File: config.mk
export PLATFORM = sky130hd
export DESIGN_NAME = eva_ahb_timer_regs
export DESIGN_NICKNAME = d
export VERILOG_FILES = /design/src/rtl/eva_ahb_timer_regs.sv
export SDC_FILE = /design/constraint.sdc
export NUM_CORES = 1
export LEC_CHECK = 0
export BUFFER_PORTS_ARGS = -buffer_cell sky130_fd_sc_hd__buf_2
export CORE_MARGIN = 2
export CORE_UTILIZATION = 29
export CTS_CLUSTER_SIZE = 8
export DETAILED_ROUTE_END_ITERATION = 12
export GPL_TIMING_DRIVEN = 1
export SLEW_MARGIN = 40
export SYNTH_ARGS = -nofsm -noshare
export SYNTH_HDL_FRONTEND = slang
export SYNTH_SLANG_ARGS = --single-unit
File: constraint.sdc
create_clock -name hclk -period 3.2 [get_ports hclk]
set_input_delay 0.64 -clock hclk [delete_from_list [all_inputs] [get_ports hclk]]
set_output_delay 0.64 -clock hclk [all_outputs]
set_load 0.02 [all_outputs]
File: src/rtl/eva_ahb_timer_regs.sv
// eva_ahb_timer_regs: AHB-lite slave with ID/scratch registers, a down-counting timer,
// W1C timeout status, level irq and programmable wait-state insertion.
module eva_ahb_timer_regs #(
  parameter logic [31:0] ID_VALUE = 32'hEA7A_0001,
  parameter int          ADDR_W   = 8
) (
  input  logic              hclk,
  input  logic              hrest_n,
  input  logic              hsel,
  input  logic [1:0]        htrans,
  input  logic              hwrite,
  input  logic [ADDR_W-1:0] haddr,
  input  logic [2:0]        hsize,
  input  logic [31:0]       hwdata,
  input  logic              hready,
  output logic              hready_out,
  output logic [1:0]        hresp,
  output logic [31:0]       hrdata,
  output logic              irq
);
  typedef enum logic [2:0] {IDLE, WAIT, DONE, ERR1, ERR2} state_t;
  state_t state, state_nx;
  logic [2:0] a_idx;
  logic a_wr;
  logic [3:0] wcnt;
  logic [31:0] scratch, load, count, rd;
  logic [2:0] ctrl;
  logic stat;
  logic [3:0] wait_cfg;
  logic acc, bad, wr, timeout;
  assign acc = hsel & hready & (htrans == 2'b10 | htrans == 2'b11);
  // Misaligned byte offsets are treated as undecoded offsets.
  assign bad = (hsize != 3'b010) | (haddr[1:0] != 2'b00) | (haddr[ADDR_W-1:2] > (ADDR_W-2)'(6));
  assign wr = (state == DONE) & a_wr;
  assign timeout = ctrl[0] & (count == '0);
  always_ff @(posedge hclk or negedge hrest_n)
    if (!hrest_n) state <= IDLE;
    else state <= state_nx;
  // WAIT_CFG is sampled at address acceptance, so a write to it only affects later transfers.
  always_comb
    state_nx = acc ? (bad ? ERR1 : (wait_cfg != 4'd0 ? WAIT : DONE)) :
               state == WAIT ? (wcnt == 4'd1 ? DONE : WAIT) :
               state == ERR1 ? ERR2 : IDLE;
  always_comb begin
    case (a_idx)
      3'd0:    rd = ID_VALUE;
      3'd1:    rd = scratch;
      3'd2:    rd = {29'd0, ctrl};
      3'd3:    rd = load;
      3'd4:    rd = count;
      3'd5:    rd = {31'd0, stat};
      3'd6:    rd = {28'd0, wait_cfg};
      default: rd = '0;
    endcase
  end
  always_comb begin
    hready_out = !(state == WAIT || state == ERR1);
    hresp = (state == ERR1 || state == ERR2) ? 2'b01 : 2'b00;
    hrdata = (state == DONE && !a_wr) ? rd : '0;
  end
  always_ff @(posedge hclk or negedge hrest_n) begin
    if (!hrest_n) begin
      a_idx <= '0;
      a_wr <= 1'b0;
      wcnt <= '0;
    end else if (acc) begin
      a_idx <= haddr[4:2];
      a_wr <= hwrite;
      wcnt <= wait_cfg;
    end else if (state == WAIT) wcnt <= wcnt - 4'd1;
  end
  // A bus write wins over the timer for LOAD/COUNT and CTRL; a timeout wins over a W1C clear.
  always_ff @(posedge hclk or negedge hrest_n) begin
    if (!hrest_n) begin
      scratch <= '0;
      ctrl <= '0;
      load <= '0;
      count <= '0;
      stat <= 1'b0;
      wait_cfg <= '0;
      irq <= 1'b0;
    end else begin
      if (wr && a_idx == 3'd1) scratch <= hwdata;
      if (wr && a_idx == 3'd2) ctrl <= hwdata[2:0];
      else if (timeout && !ctrl[1]) ctrl[0] <= 1'b0;
      if (wr && a_idx == 3'd3) begin
        load <= hwdata;
        count <= hwdata;
      end else if (ctrl[0]) count <= (count != '0) ? count - 32'd1 : (ctrl[1] ? load : '0);
      if (timeout) stat <= 1'b1;
      else if (wr && a_idx == 3'd5 && hwdata[0]) stat <= 1'b0;
      if (wr && a_idx == 3'd6) wait_cfg <= hwdata[3:0];
      irq <= stat & ctrl[2];
    end
  end
endmodule
==> impl_metrics.py, run 1 <==
metrics = {
    "clock_tree": {
        "clk_latency_ps": 430,
        "cts_tree": "yes",
        "ctsRootBufferMaster": "clkbuf_16",
        "postCtsHoldBufs": 0,
        "cts_buffers": 17,
        "cts_max_level": 4,
        "cts_buffer_depth": 2,
        "cts_resized": 1,
        "clk_pin_slew_worst_paths_ps": 50,
        "clock-sinks": 116,
        "cts_setup_buffers": 0,
    },
    "grt": {
        "busiest_layer": "met2",
        "grt_pass1_wl_um": 33800,
        "first_global_vias": 6206,
        "antenna_found_initial": 0,
        "grt_overflow": 0,
        "grt_use_total_pct": 18.0,
        "grt_max_degree": 62,
        "met2_usage_pct": 29.0,
        "use_met1_pct": 24.0,
        "gr-usage-met3_pct": 3.61,
    },
    "pwr": {
        "ir_drop_v": 0.000361,
        "p_per_area_nw_per_um2": 811,
        "p_leak_nw": 3.66,
    },
    "routing": {
        "via_count": 6260,
        "routed_via_density": 5.40,
        "wl_um": 21000,
        "avgRoutedWirePerCell_um": 18.1,
        "drt.antenna.violating_nets": 0,
        "drt_first_pass_iters": 5,
        "dr.first_iter.drc_count": 524,
        "route.detailed.drc": 0,
    },
    "sta": {
        "max_freq_mhz": 330,
        "worst_pin_slew_ps": 780,
        "slew_headroom_pct": 48.0,
        "setup_viol": 0,
        "rsz0062_at_grt": "no",
        "clock_skew_ps": 6.39,
        "finalSetupTns_ps": 0,
        "hold_slack_ps": 210,
        "drv_slew": 0,
        "fin_ws_ps": 167,
        "final-hold-violation-count": 0,
        "period_share_pct": 94.8,
        "period_minus_slack_ps": 3030,
    },
    "floorplan": {
        "die_w_um": 156,
        "die_h_um": 156,
        "ios": 86,
        "die-area_um2": 24300,
        "coreArea_um2": 22600,
        "rows": 55,
        "start_util_pct": 29.5,
    },
    "worst_setup_path": {
        "crit_arrival_ps": 2390,
        "start_kind": "register",
        "startpoint": "state[0]",
        "r2r-start": "count[16]",
        "r2r_cells": 7,
        "required_ps": 2560,
        "r2r_end": "count[5]",
        "criticalPathCategory": "reg -> out",
        "rrSetupSlack_ps": 510,
        "critPathCaptureType": "primary output",
        "cp-endpoint": "hrdata[31]",
        "cp_max_fo": 16,
    },
    "logic_synthesis": {
        "yosysWarnings": 0,
        "yosysSeqAreaShare_pct": 43.4,
        "synth_top_area_share_pct": 43.4,
        "avgSynthCellArea_um2": 8.59,
        "synth_edf_count": 0,
        "yosys.area.top_type": "dfrtp_1",
        "async_flop_share_pct": 100,
        "synth_seq_cells": 116,
        "synth.distinct_cells": 68,
        "netlist_instances": 778,
        "syn_area_um2": 6690,
        "synth_nets": 832,
        "synth_ff_type": "dfrtp_1",
        "yosys-top-cells-area": "dfrtp_1, mux2_2, nand2_1",
    },
    "placed_design": {
        "port-buffer-count": 83,
        "dp_slack_ps": 451,
        "dp.cells": 1128,
        "place_congestion": 0.890,
        "dpl.hpwl_um": 14700,
    },
    "layout": {
        "area_growth_pct": 23.1,
        "fillers": 2335,
        "drive_above_1_share_pct": 23.8,
        "stdcell_count": 1160,
        "diodes": 0,
        "nets": 916,
    },
    "hold_path": {
        "hold_path_class": "in -> async",
    },
    "outcome": {
        "outcome": "complete, no violations",
    },
    "run": {
        "cap_violations": 0,
    },
}
==> through the flow <==
stage	utilization, %	power (mW)	area (um^2)
after floorplan	-	3.80	6690
after global placement	33.3	4.43	7540
after detailed placement	33.3	4.47	7540
after CTS	36.3	6.70	8230
after global routing	36.4	7.11	8230
final	36.4	6.67	8230
==> layout make-up <==
class,count,area (um^2),share of cell area [%]
multi-input cells,590,3510,42.7
flip-flops and latches,116,2900,35.3
clock buffers,22,474,5.76
inverters,19,71.3,0.867
clock inverters,10,200,2.43
well taps,285,357,4.33
repair buffers,118,709,8.62
==> cells in the mapped netlist, types with 16 or more instances <==
| library cell | count |
|---|---|
| a21oi_1 | 70 |
| a22oi_1 | 25 |
| clkbuf_1 | 38 |
| dfrtp_1 | 116 |
| inv_1 | 18 |
| mux2_2 | 42 |
| nand2_1 | 123 |
| nand3_1 | 19 |
| nor2_1 | 99 |
| nor3_1 | 17 |
| o21ai_1 | 16 |
==> power breakdown <==
part / internal [mW] / total [mW] / switching, mW
registers: 1.97 / 2.50 / 0.531
logic: 0.853 / 1.97 / 1.12
clock network: 1.52 / 2.20 / 0.680
==> registers in the layout, indices dropped and copies added, names as in the netlist <==
name	cells
ctrl	3
scratch	32
state	3
a_wr	1
a_idx	3
wait_cfg	4
stat	1
irq	1
wcnt	4
load	32
count	32
==> cell usage in the layout, fill, tap and decap left out, drive strengths merged, types with 12 or more instances in the layout <==
cell | synthesis | layout
a21oi | 70 | 70
a22oi | 25 | 25
a31oi | 12 | 12
buf | 15 | 118
clkbuf | 38 | 22
dfrtp | 116 | 116
inv | 18 | 18
mux2 | 42 | 42
nand2 | 123 | 123
nand3 | 19 | 19
nor2 | 99 | 99
nor3 | 19 | 19
nor4 | 14 | 14
o21ai | 30 | 30
==> worst max-delay path, stage by stage, from the launching register on <==
cell	delay, ps
dfrtp_1	400
or4b_2	760
o21bai_4	330
buf_12	210
nor2_1	100
buf_2	170
==> cell families (layout without fill, tap and decap cells) <==
| logic type | count (synthesis) | after routing | share of synthesized area (%) |
|---|---|---|---|
| XOR/XNOR | 16 | 16 | 2.10 |
| AND/OR/NAND/NOR | 324 | 324 | 22.4 |
| buffers and inverters | 72 | 169 | 4.45 |
| AO/OA/AOI/OAI | 201 | 201 | 19.5 |
| multiplexers | 44 | 44 | 7.37 |
| other | 1 | 1 | 0.0561 |
| flip-flops | 116 | 116 | 43.4 |
| adder cells (fa/ha/maj) | 4 | 4 | 0.749 |
==> routing by layer <==
metal,wire length (um),up-vias,part of all wire [%]
li1,-,2978,-
met1,9620,3080,46
met2,9930,180,47
met3,1170,22,5.5
met4,322,0,1.5
met5,0,-,0
==> how the worst min path moves through the flow <==
stage                        endpoint  slack (ps)         from  cells past startpoint
after floorplan              a_idx[0]         340      hrest_n                      0
after global placement       load[17]         490     load[17]                      2
after detailed placement  scratch[19]         500  scratch[19]                      1
after CTS                  scratch[7]         220      hrest_n                      1
after global routing         count[7]         260      hrest_n                      1
final                      scratch[7]         210      hrest_n                      1
Power figures use the tool's default switching activity.
==> run 2, diff against run 1 <==
--- a/config.mk
+++ b/config.mk
@@ -10,6 +10,7 @@
 export CORE_UTILIZATION = 29
 export CTS_CLUSTER_SIZE = 8
 export DETAILED_ROUTE_END_ITERATION = 12
+export GPL_ROUTABILITY_DRIVEN = 1
 export GPL_TIMING_DRIVEN = 1
 export SLEW_MARGIN = 40
 export SYNTH_ARGS = -nofsm -noshare
==> constraint.sdc (replaced) <==
create_clock -name hclk -period 3.1 [get_ports hclk]
set_input_delay 0.62 -clock hclk [delete_from_list [all_inputs] [get_ports hclk]]
set_output_delay 0.62 -clock hclk [all_outputs]
set_load 0.02 [all_outputs]
==> run 2 against run 1 <==
  * Global-route usage grew 0.14 points
  * Die area is the same
  * First-iteration DRC count grew 12%
  * Wire length grew 2.7%
  * Critical path depth grew 3
  * Worst setup slack gained 38 ps
  * Register-to-register slack lost 160 ps
  * Worst hold slack gained 26 ps
  * Via count grew 1.4%
  * Clock skew is essentially flat
  * Sequential share of layout area grew 0.059 points
==> impl_metrics.py, run 2 (same netlist as run 1, synthesis figures left out) <==
metrics = {
    "outcome": {
        "outcome": "complete, no violations",
    },
    "floorplan": {
        "start_util_pct": 29.5,
        "die_w_um": 156,
        "die_h_um": 156,
        "ios": 86,
        "rows": 55,
        "coreArea_um2": 22600,
        "die-area_um2": 24300,
    },
    "worst_setup_path": {
        "cp_max_fo": 18,
        "crit_chain": "inv_1, nor2_1, buf_4, a221oi_1, nor2_1, o21bai_1, a21oi_1, buf_2",
        "r2r_end": "count[19]",
        "start_kind": "register",
        "cpMostUsedCell": "nor2_1",
        "critical-path-top-delay-family": "buffers and inverters",
        "cpPeakStageDelay_ps": 450,
        "criticalPathCategory": "reg -> out",
        "required_ps": 2480,
        "path_buf_inv": 3,
        "r2r-start": "count[16]",
        "r2r_cells": 7,
        "rrSetupSlack_ps": 350,
        "crit_arrival_ps": 2280,
        "cpMaxStageDelayCell": "dfrtp_2",
        "critPathCaptureType": "primary output",
    },
    "routing": {
        "route.detailed.drc": 0,
        "dr.first_iter.drc_count": 588,
        "drt.antenna.violating_nets": 0,
        "via_count": 6347,
        "wl_um": 21600,
        "avgRoutedWirePerCell_um": 18.6,
        "drt_first_pass_iters": 5,
        "routed_via_density": 5.45,
    },
    "placed_design": {
        "port-buffer-count": 83,
        "dpl.hpwl_um": 14900,
        "placed_cell_area_um2": 7580,
        "place_congestion": 0.909,
    },
    "sta": {
        "hold_slack_ps": 236,
        "setup_viol": 0,
        "slew_headroom_pct": 54.4,
        "final-hold-violation-count": 0,
        "rsz0062_at_grt": "no",
        "finalSetupTns_ps": 0,
        "period_minus_slack_ps": 2900,
        "drv_slew": 0,
        "worst_pin_slew_ps": 684,
        "period_share_pct": 93.4,
        "clock_skew_ps": 6.53,
        "max_freq_mhz": 345,
    },
    "layout": {
        "seqCellArea_um2": 2900,
        "diodes": 0,
        "drive_above_1_share_pct": 24.1,
        "mostFrequentLayoutCell": "nand2_1",
        "reg_top3": "count x32, load x32, scratch x32",
        "nets": 923,
        "final_area_um2": 8220,
        "multi_input_area_um2": 3530,
        "area_growth_pct": 22.9,
        "fillers": 2290,
        "final_cell_mix": "nand2_1, dfrtp_1, nor2_1",
    },
    "clock_tree": {
        "clk_latency_ps": 420,
        "clock-sinks": 116,
        "cts_buffers": 17,
        "postCtsHoldBufs": 0,
        "cts_tree": "yes",
        "cts_max_level": 4,
        "ctsRootBufferMaster": "clkbuf_16",
        "clk_pin_slew_worst_paths_ps": 50,
        "cts_buffer_depth": 2,
    },
    "grt": {
        "grt_overflow": 0,
        "antenna_found_initial": 0,
        "grt_use_total_pct": 18.1,
        "grt_max_degree": 49,
        "first_global_vias": 6246,
        "grt_pass1_wl_um": 34500,
    },
    "pwr": {
        "p_comb_share_pct": 30.5,
        "p_per_area_nw_per_um2": 825,
        "p_total_mw": 6.78,
        "power_frac_seq_pct": 38.4,
        "switching_share_pct": 35.8,
        "switching_power_mw": 2.43,
        "ir_drop_v": 0.000504,
        "internal_power_mw": 4.35,
        "p_leak_nw": 3.65,
        "clockPowerShare_pct": 31.0,
    },
    "run": {
        "cap_violations": 0,
    },
    "hold_path": {
        "hold_path_class": "in -> async",
    },
}
## run 2: changes by cell type in the layout (fill, tap and decap cells not counted), sizes merged
cell      before  now
clkbuf        22   19
buf          118  124
bufinv         6    5
o21bai         3    4
clkinv         5    4
clkinvlp       0    2
## run 2: final cells by class
| cell class | count | share of cell area (%) |
|---|---|---|
| Clock inverter | 10 | 2.24 |
| Multi-Input combinational cell | 591 | 43.0 |
| Clock buffer | 19 | 5.27 |
| Inverter | 19 | 0.868 |
| Tap cell | 285 | 4.34 |
| Sequential cell | 116 | 35.3 |
| Timing Repair Buffer | 124 | 8.98 |
## run 2: worst max path at each step
| stage | cells after the start | slack [ps] | from | end |
|---|---|---|---|---|
| floorplan | 4 | 470 | state[0] | hrdata[0] |
| global placement | 4 | 290 | state[0] | hrdata[0] |
| detailed placement | 7 | 390 | count[16] | count[25] |
| CTS | 5 | 20 | state[0] | hrdata[15] |
| global route | 8 | 3 | a_idx[2] | hrdata[2] |
| finish | 8 | 200 | a_idx[2] | hrdata[2] |
## run 2: metal layers
metal,GRT usage (%),vias to the layer above,share of wire [%]
li1,-,2990,-
met1,24.2,3111,45
met2,29.6,206,47
met3,3.28,40,5.3
met4,6.29,0,2.6
met5,0,-,0
## run 2: worst reg2reg max path, stage by stage, from the launching register on
cell	delay, ps
dfrtp_1	440
or4_1	630
or4_4	610
nor3_4	410
buf_4	250
a211o_1	120
o21ai_1	50
a21boi_1	120
## run 2: repair_timing
item | CTS | global route
endpoints found under the setup margin | 0 | 21
gates resized for setup | 0 | 2
setup buffers | 0 | 0
## run 2: power by group through the flow
| stage | Clock, mW | Combinational, mW | Sequential (mW) |
|---|---|---|---|
| global placement | 0 | 2.01 | 2.59 |
| CTS | 2.14 | 2.06 | 2.59 |
| floorplan | 0 | 1.53 | 2.40 |
| detailed placement | 0 | 2.05 | 2.61 |
| finish | 2.10 | 2.07 | 2.60 |
| global route | 2.20 | 2.31 | 2.69 |
## run 2: through the flow
| step | util, % | setup WS (ps) | std cells |
|---|---|---|---|
| 5_1_grt | 36.3 | 3.24 | 1164 |
| 3_5_place_dp | 33.5 | 388 | 1134 |
| 4_1_cts | 36.2 | 17.7 | 1163 |
| 2_1_floorplan | - | 472 | 778 |
| 6_report | 36.3 | 205 | 1164 |
| 3_3_place_gp | 33.5 | 294 | 1134 |
